==> src/rtl/imem_arbiter_pkg.sv <==
// Shared types and helpers for the instruction-memory arbiter.
package imem_arbiter_pkg;

    typedef enum logic [0:0] {
        ST_BOOT = 1'b0,
        ST_RUN  = 1'b1
    } state_e;

    localparam logic [31:0] NOP_WORD = 32'h0000_0000;

    typedef struct packed {
        logic        ok;
        logic [31:0] word;
    } addr_dec_t;

    // Byte address -> word index, flagging misaligned or out-of-range addresses.
    function automatic addr_dec_t addr_ok(input logic [31:0] addr, input int unsigned addr_w);
        addr_dec_t dec;
        dec.word = (addr >> 2) & ((32'd1 << addr_w) - 32'd1);
        dec.ok   = (addr[1:0] == 2'b00) && ((addr >> (addr_w + 32'd2)) == 32'd0);
        return dec;
    endfunction

endpackage

==> src/rtl/imem_arbiter_starve_ctr.sv <==
// Saturating loader-starvation counter with clear/increment and an at-limit flag.
module imem_starve_ctr #(
    parameter int unsigned MAX = 4
) (
    input  logic clk_i,
    input  logic rst_i,
    input  logic clr_i,
    input  logic inc_i,
    output logic at_max_o
);

    localparam logic [3:0] MaxVal = 4'(MAX);

    logic [3:0] cnt_q, cnt_d;

    always_comb begin
        cnt_d = cnt_q;
        if (clr_i) begin
            cnt_d = 4'd0;
        end else if (inc_i && (cnt_q != MaxVal)) begin
            cnt_d = cnt_q + 4'd1;
        end
    end

    always_ff @(posedge clk_i or posedge rst_i) begin
        if (rst_i) begin
            cnt_q <= 4'd0;
        end else begin
            cnt_q <= cnt_d;
        end
    end

    assign at_max_o = (cnt_q == MaxVal);

endmodule

==> src/rtl/imem_arbiter.sv <==
// Single-port instruction-memory scheduler: boot loader writes first, then fetch-priority
// arbitration with a bounded loader starvation window.
module imem_arbiter
    import imem_arbiter_pkg::*;
#(
    parameter int unsigned ADDR_W     = 8,
    parameter int unsigned DATA_W     = 32,
    parameter int unsigned STARVE_MAX = 4
) (
    input  logic              clk_i,
    input  logic              rst_i,
    input  logic              if_req_i,
    input  logic [31:0]       if_addr_i,
    output logic              if_gnt_o,
    output logic              if_rvalid_o,
    output logic [DATA_W-1:0] if_rdata_o,
    output logic              if_err_o,
    input  logic              ld_valid_i,
    input  logic [31:0]       ld_addr_i,
    input  logic [DATA_W-1:0] ld_wdata_i,
    output logic              ld_ready_o,
    input  logic              ld_done_i,
    output logic              mem_en_o,
    output logic              mem_we_o,
    output logic [ADDR_W-1:0] mem_addr_o,
    output logic [DATA_W-1:0] mem_wdata_o,
    input  logic [DATA_W-1:0] mem_rdata_i,
    output logic              core_run_o
);

    state_e    state_q, state_d;
    logic      run_q;
    logic      rvalid_q, rvalid_d;
    logic      err_q, err_d;
    logic      cnt_clr, cnt_inc, at_max;
    addr_dec_t if_dec, ld_dec;

    imem_starve_ctr #(
        .MAX(STARVE_MAX)
    ) u_starve_ctr (
        .clk_i   (clk_i),
        .rst_i   (rst_i),
        .clr_i   (cnt_clr),
        .inc_i   (cnt_inc),
        .at_max_o(at_max)
    );

    always_comb begin
        if_dec      = addr_ok(if_addr_i, ADDR_W);
        ld_dec      = addr_ok(ld_addr_i, ADDR_W);
        state_d     = state_q;
        if_gnt_o    = 1'b0;
        ld_ready_o  = 1'b0;
        cnt_clr     = 1'b1;
        cnt_inc     = 1'b0;
        mem_en_o    = 1'b0;
        mem_we_o    = 1'b0;
        mem_addr_o  = '0;
        mem_wdata_o = '0;

        // Grants are held off while reset is asserted so every output reads 0.
        if (!rst_i) begin
            unique case (state_q)
                ST_BOOT: begin
                    ld_ready_o = 1'b1;
                    if (ld_done_i) begin
                        state_d = ST_RUN;
                    end
                end
                ST_RUN: begin
                    if (if_req_i && !at_max) begin
                        if_gnt_o = 1'b1;
                    end else if (ld_valid_i) begin
                        ld_ready_o = 1'b1;
                    end
                    cnt_clr = ~ld_valid_i | ld_ready_o;
                    cnt_inc = ld_valid_i & if_req_i & ~ld_ready_o;
                end
                default: state_d = ST_BOOT;
            endcase
        end

        if (if_gnt_o && if_dec.ok) begin
            mem_en_o   = 1'b1;
            mem_addr_o = if_dec.word[ADDR_W-1:0];
        end else if (ld_ready_o && ld_valid_i && ld_dec.ok) begin
            mem_en_o    = 1'b1;
            mem_we_o    = 1'b1;
            mem_addr_o  = ld_dec.word[ADDR_W-1:0];
            mem_wdata_o = ld_wdata_i;
        end

        rvalid_d = if_gnt_o;
        err_d    = if_gnt_o & ~if_dec.ok;
    end

    always_ff @(posedge clk_i or posedge rst_i) begin
        if (rst_i) begin
            state_q  <= ST_BOOT;
            run_q    <= 1'b0;
            rvalid_q <= 1'b0;
            err_q    <= 1'b0;
        end else begin
            state_q  <= state_d;
            run_q    <= (state_d == ST_RUN);
            rvalid_q <= rvalid_d;
            err_q    <= err_d;
        end
    end

    assign if_rvalid_o = rvalid_q;
    assign if_err_o    = rvalid_q & err_q;
    // The macro presents read data the cycle after enable, so pass it straight through.
    assign if_rdata_o  = (rvalid_q && !err_q) ? mem_rdata_i : NOP_WORD[DATA_W-1:0];
    assign core_run_o  = run_q;

endmodule

==> config.mk <==
export PLATFORM = sky130hd
export DESIGN_NAME = imem_arbiter
export DESIGN_NICKNAME = d
export VERILOG_FILES = /design/src/rtl/imem_arbiter_pkg.sv /design/src/rtl/imem_arbiter_starve_ctr.sv /design/src/rtl/imem_arbiter.sv
export SDC_FILE = /design/constraint.sdc
export NUM_CORES = 1
export LEC_CHECK = 0
export CORE_AREA = 4 4 80 82
export CTS_BUF_LIST = sky130_fd_sc_hd__clkbuf_16
export DETAILED_ROUTE_END_ITERATION = 10
export DIE_AREA = 0 0 84 86
export DONT_BUFFER_PORTS = 1
export PLACE_DENSITY = 0.42
export SYNTH_ARGS = -nofsm -noshare
export SYNTH_HDL_FRONTEND = slang
export SYNTH_HIERARCHICAL = 1
export SYNTH_SLANG_ARGS = --single-unit
==> constraint.sdc <==
create_clock -name clk_i -period 3.6 [get_ports clk_i]
set_input_delay 0.36 -clock clk_i [delete_from_list [all_inputs] [get_ports clk_i]]
set_output_delay 0.36 -clock clk_i [all_outputs]
set_load 0.02 [all_outputs]
==> impl_metrics.tcl <==
set metrics [dict create \
    initial_utilization_pct 18.68 \
    finClkSkew_ns 0.001169 \
    grt_use_met1_pct 11.02 \
    place_congestion 0.7191 \
    rsz0062_at_grt "false" \
    io_buffers 0 \
    wirelength_um 4159 \
    drv_cap 0 \
    syn_to_final_growth_pct 13.52 \
    cts_buffers 3 \
    grt_max_degree 35 \
    synth_area_per_cell_um2 7.614 \
    yosysUniqueCellTypes 29 \
    numClockSinks 7 \
    wl_per_cell_um 19.25 \
    p_leak_nw 0.4718 \
    coreArea_mm2 0.005746 \
    critical_path_arrival_ns 2.60 \
    setup_tns_ns 0 \
    syn_inst 141 \
    die_h_um 86 \
    required_ns 3.24 \
    post-dp-hpwl_um 3866 \
    antenna_found_initial 0 \
    yosys_warnings 6 \
    ys_seq_area_share_pct 16.32 \
    cts_tree "done" \
    drt_first_pass_iters 4 \
    n_antenna_cell 0 \
    tightest_slew_ns 0.9643 \
    vias 1079 \
    start_kind "flop" \
    syn-num-nets 276 \
    via_per_inst 4.995 \
    drt_iter0_markers 17 \
    crit_path_max_fanout 8 \
    pre_cts_slack_ns 0.8723 \
    critPathKind "flop to primary output" \
    min_path_type "primary input to flop" \
    min_period_ns 2.965 \
    htreeDepth 1 \
    grt_pass1_wl_um 5271 \
    clk_pin_slew_ns 0.04 \
    fin_ws_ns 0.6351 \
    nNetsFinal 277 \
    clk_path_buf_depth 2 \
    worstSetupEndpointType "primary output" \
    setup_violations 0 \
    placed_cell_area_mm2 0.001130 \
    io_pins 212 \
    ir_worst_vdd_v 0.0005143 \
    top_usage_layer "met2" \
    cts_root_buf "clkbuf_16" \
    num_rows 28 \
    grt_usage_pct 9.273 \
    ys_ff_latch 7 \
    period_share_pct 82.36 \
    drc 0 \
    most-common-layout-cells "and2_1, nor4_1, a32o_1" \
    cts_setup_buffers 0 \
    fmax_ghz 0.3373 \
    final_common_cell "and2_1" \
    clk_latency_ns 0.22 \
    status "finished, final reports clean" \
    finalMaxSlewViolations 0 \
    use_met2_pct 17.43 \
    die_x_um 84 \
    first_global_vias 1033 \
    grtUsageMet3_pct 2.305 \
    hold_viol 0 \
    fillCellCount 645 \
    synthesis.area_mm2 0.001074 \
    die_area_mm2 0.007224 \
    drive_above_1_share_pct 9.929 \
    stdcell_area_mm2 0.001219 \
    final_antenna_net_count 0 \
    overflow 0 \
    slew_headroom_pct 35.22 \
    power.density_mw_per_mm2 255.7 \
]
synthesized netlist by cell type:
master	number	share of area [%]
a21boi_0	1	0.70
a21o_1	1	0.70
a21o_2	2	1.6
a21oi_1	4	1.9
a32o_1	8	7.5
and2_1	65	38
and4_1	1	0.82
and4bb_2	1	1.2
buf_4	1	0.70
buf_6	3	3.1
clkbuf_1	3	1.0
dfrtp_1	7	16
ha_1	2	2.3
inv_1	6	2.1
inv_2	1	0.35
nand2_1	3	1.0
nand2b_1	1	0.58
nand3_1	4	1.9
nand3b_4	1	1.9
nand4_1	2	1.2
nor2_1	5	1.7
nor2b_1	1	0.58
nor3_1	3	1.4
nor3_2	1	0.93
nor4_1	10	5.8
nor4b_2	1	1.4
nor4b_4	1	2.2
or2_2	1	0.58
or3_1	1	0.58
layer usage:
| metal | wire length [um] | share of wire (%) | vias up |
|---|---|---|---|
| li1 | - | - | 484 |
| met1 | 1469 | 35 | 479 |
| met2 | 2228 | 54 | 116 |
| met3 | 461 | 11 | 0 |
| met4 | 0 | 0 | 0 |
| met5 | 0 | 0 | - |
area by class of cell:
type / instances / area (um2) / area share [%]
Multi-Input combinational cell: 120 / 819.5 / 67.25
Sequential cell: 7 / 175.2 / 14.37
Tap cell: 75 / 93.84 / 7.700
Clock buffer: 3 / 75.07 / 6.160
Inverter: 7 / 26.28 / 2.156
Timing Repair Buffer: 3 / 25.02 / 2.053
Clock inverter: 1 / 3.754 / 0.3080
critical path, cell delays in order (launching register included):
cell and delay (ns):
dfrtp_1 0.38, inv_1 0.10, ha_1 0.19, nand3b_4 0.10, inv_2 0.08, nand2b_1 0.09
a21boi_0 0.17, nor3_1 0.83, a32o_1 0.43
power breakdown:
group          leakage [nW]  switching, mW  internal [mW]  total [mW]
Sequential           0.0904        0.00235         0.0805      0.0828
Combinational         0.339         0.0348         0.0135      0.0483
Clock                0.0423         0.0366          0.144       0.181
registers in the layout, indices dropped and copies added, names as in the netlist:
signal,cells
err_q,1
if_rvalid_o,1
core_run_o,1
u_starve_ctr/cnt_q,4
what timing repair did:
action	in CTS	in global routing
hold buffers	1	0
gates resized for setup	0	0
hold endpoints to repair	7	0
cells by family (layout without fill, tap and decap cells):
| family | Yosys count | after routing | synth area share [%] |
|---|---|---|---|
| AO/OA/AOI/OAI | 16 | 16 | 12.36 |
| AND/OR/NAND/NOR | 102 | 102 | 61.66 |
| flip-flops | 7 | 7 | 16.32 |
| buffers and inverters | 14 | 14 | 7.342 |
| adder cells (fa/ha/maj) | 2 | 2 | 2.331 |
through the flow:
stage          instances  total power [mW]  util [%]  hold slack [ns]
2_1_floorplan        141            0.1256         -           0.1221
3_3_place_gp         211            0.1318     19.66           0.1348
3_5_place_dp         211            0.1320     19.66           0.1358
4_1_cts              216            0.3150     21.21           0.2688
5_1_grt              216            0.3268     21.21           0.2737
6_report             216            0.3116     21.21           0.2689
worst paths after layout:
path / from / slack [ns] / to / depth (start not counted)
worst max register to register: u_starve_ctr/cnt_q[0] / 1.32 / u_starve_ctr/cnt_q[3] / 10
min in group asynchronous: rst_i / 0.50 / err_q / 2
worst min-delay path: ld_done_i / 0.27 / core_run_o / 1
worst min register to register: u_starve_ctr/cnt_q[3] / 0.54 / u_starve_ctr/cnt_q[3] / 2
worst max-delay path: u_starve_ctr/cnt_q[0] / 0.64 / mem_addr_o[5] / 8
max in group asynchronous: rst_i / 2.95 / u_starve_ctr/cnt_q[0] / 2
No activity file was read; power rests on OpenSTA's default activity.
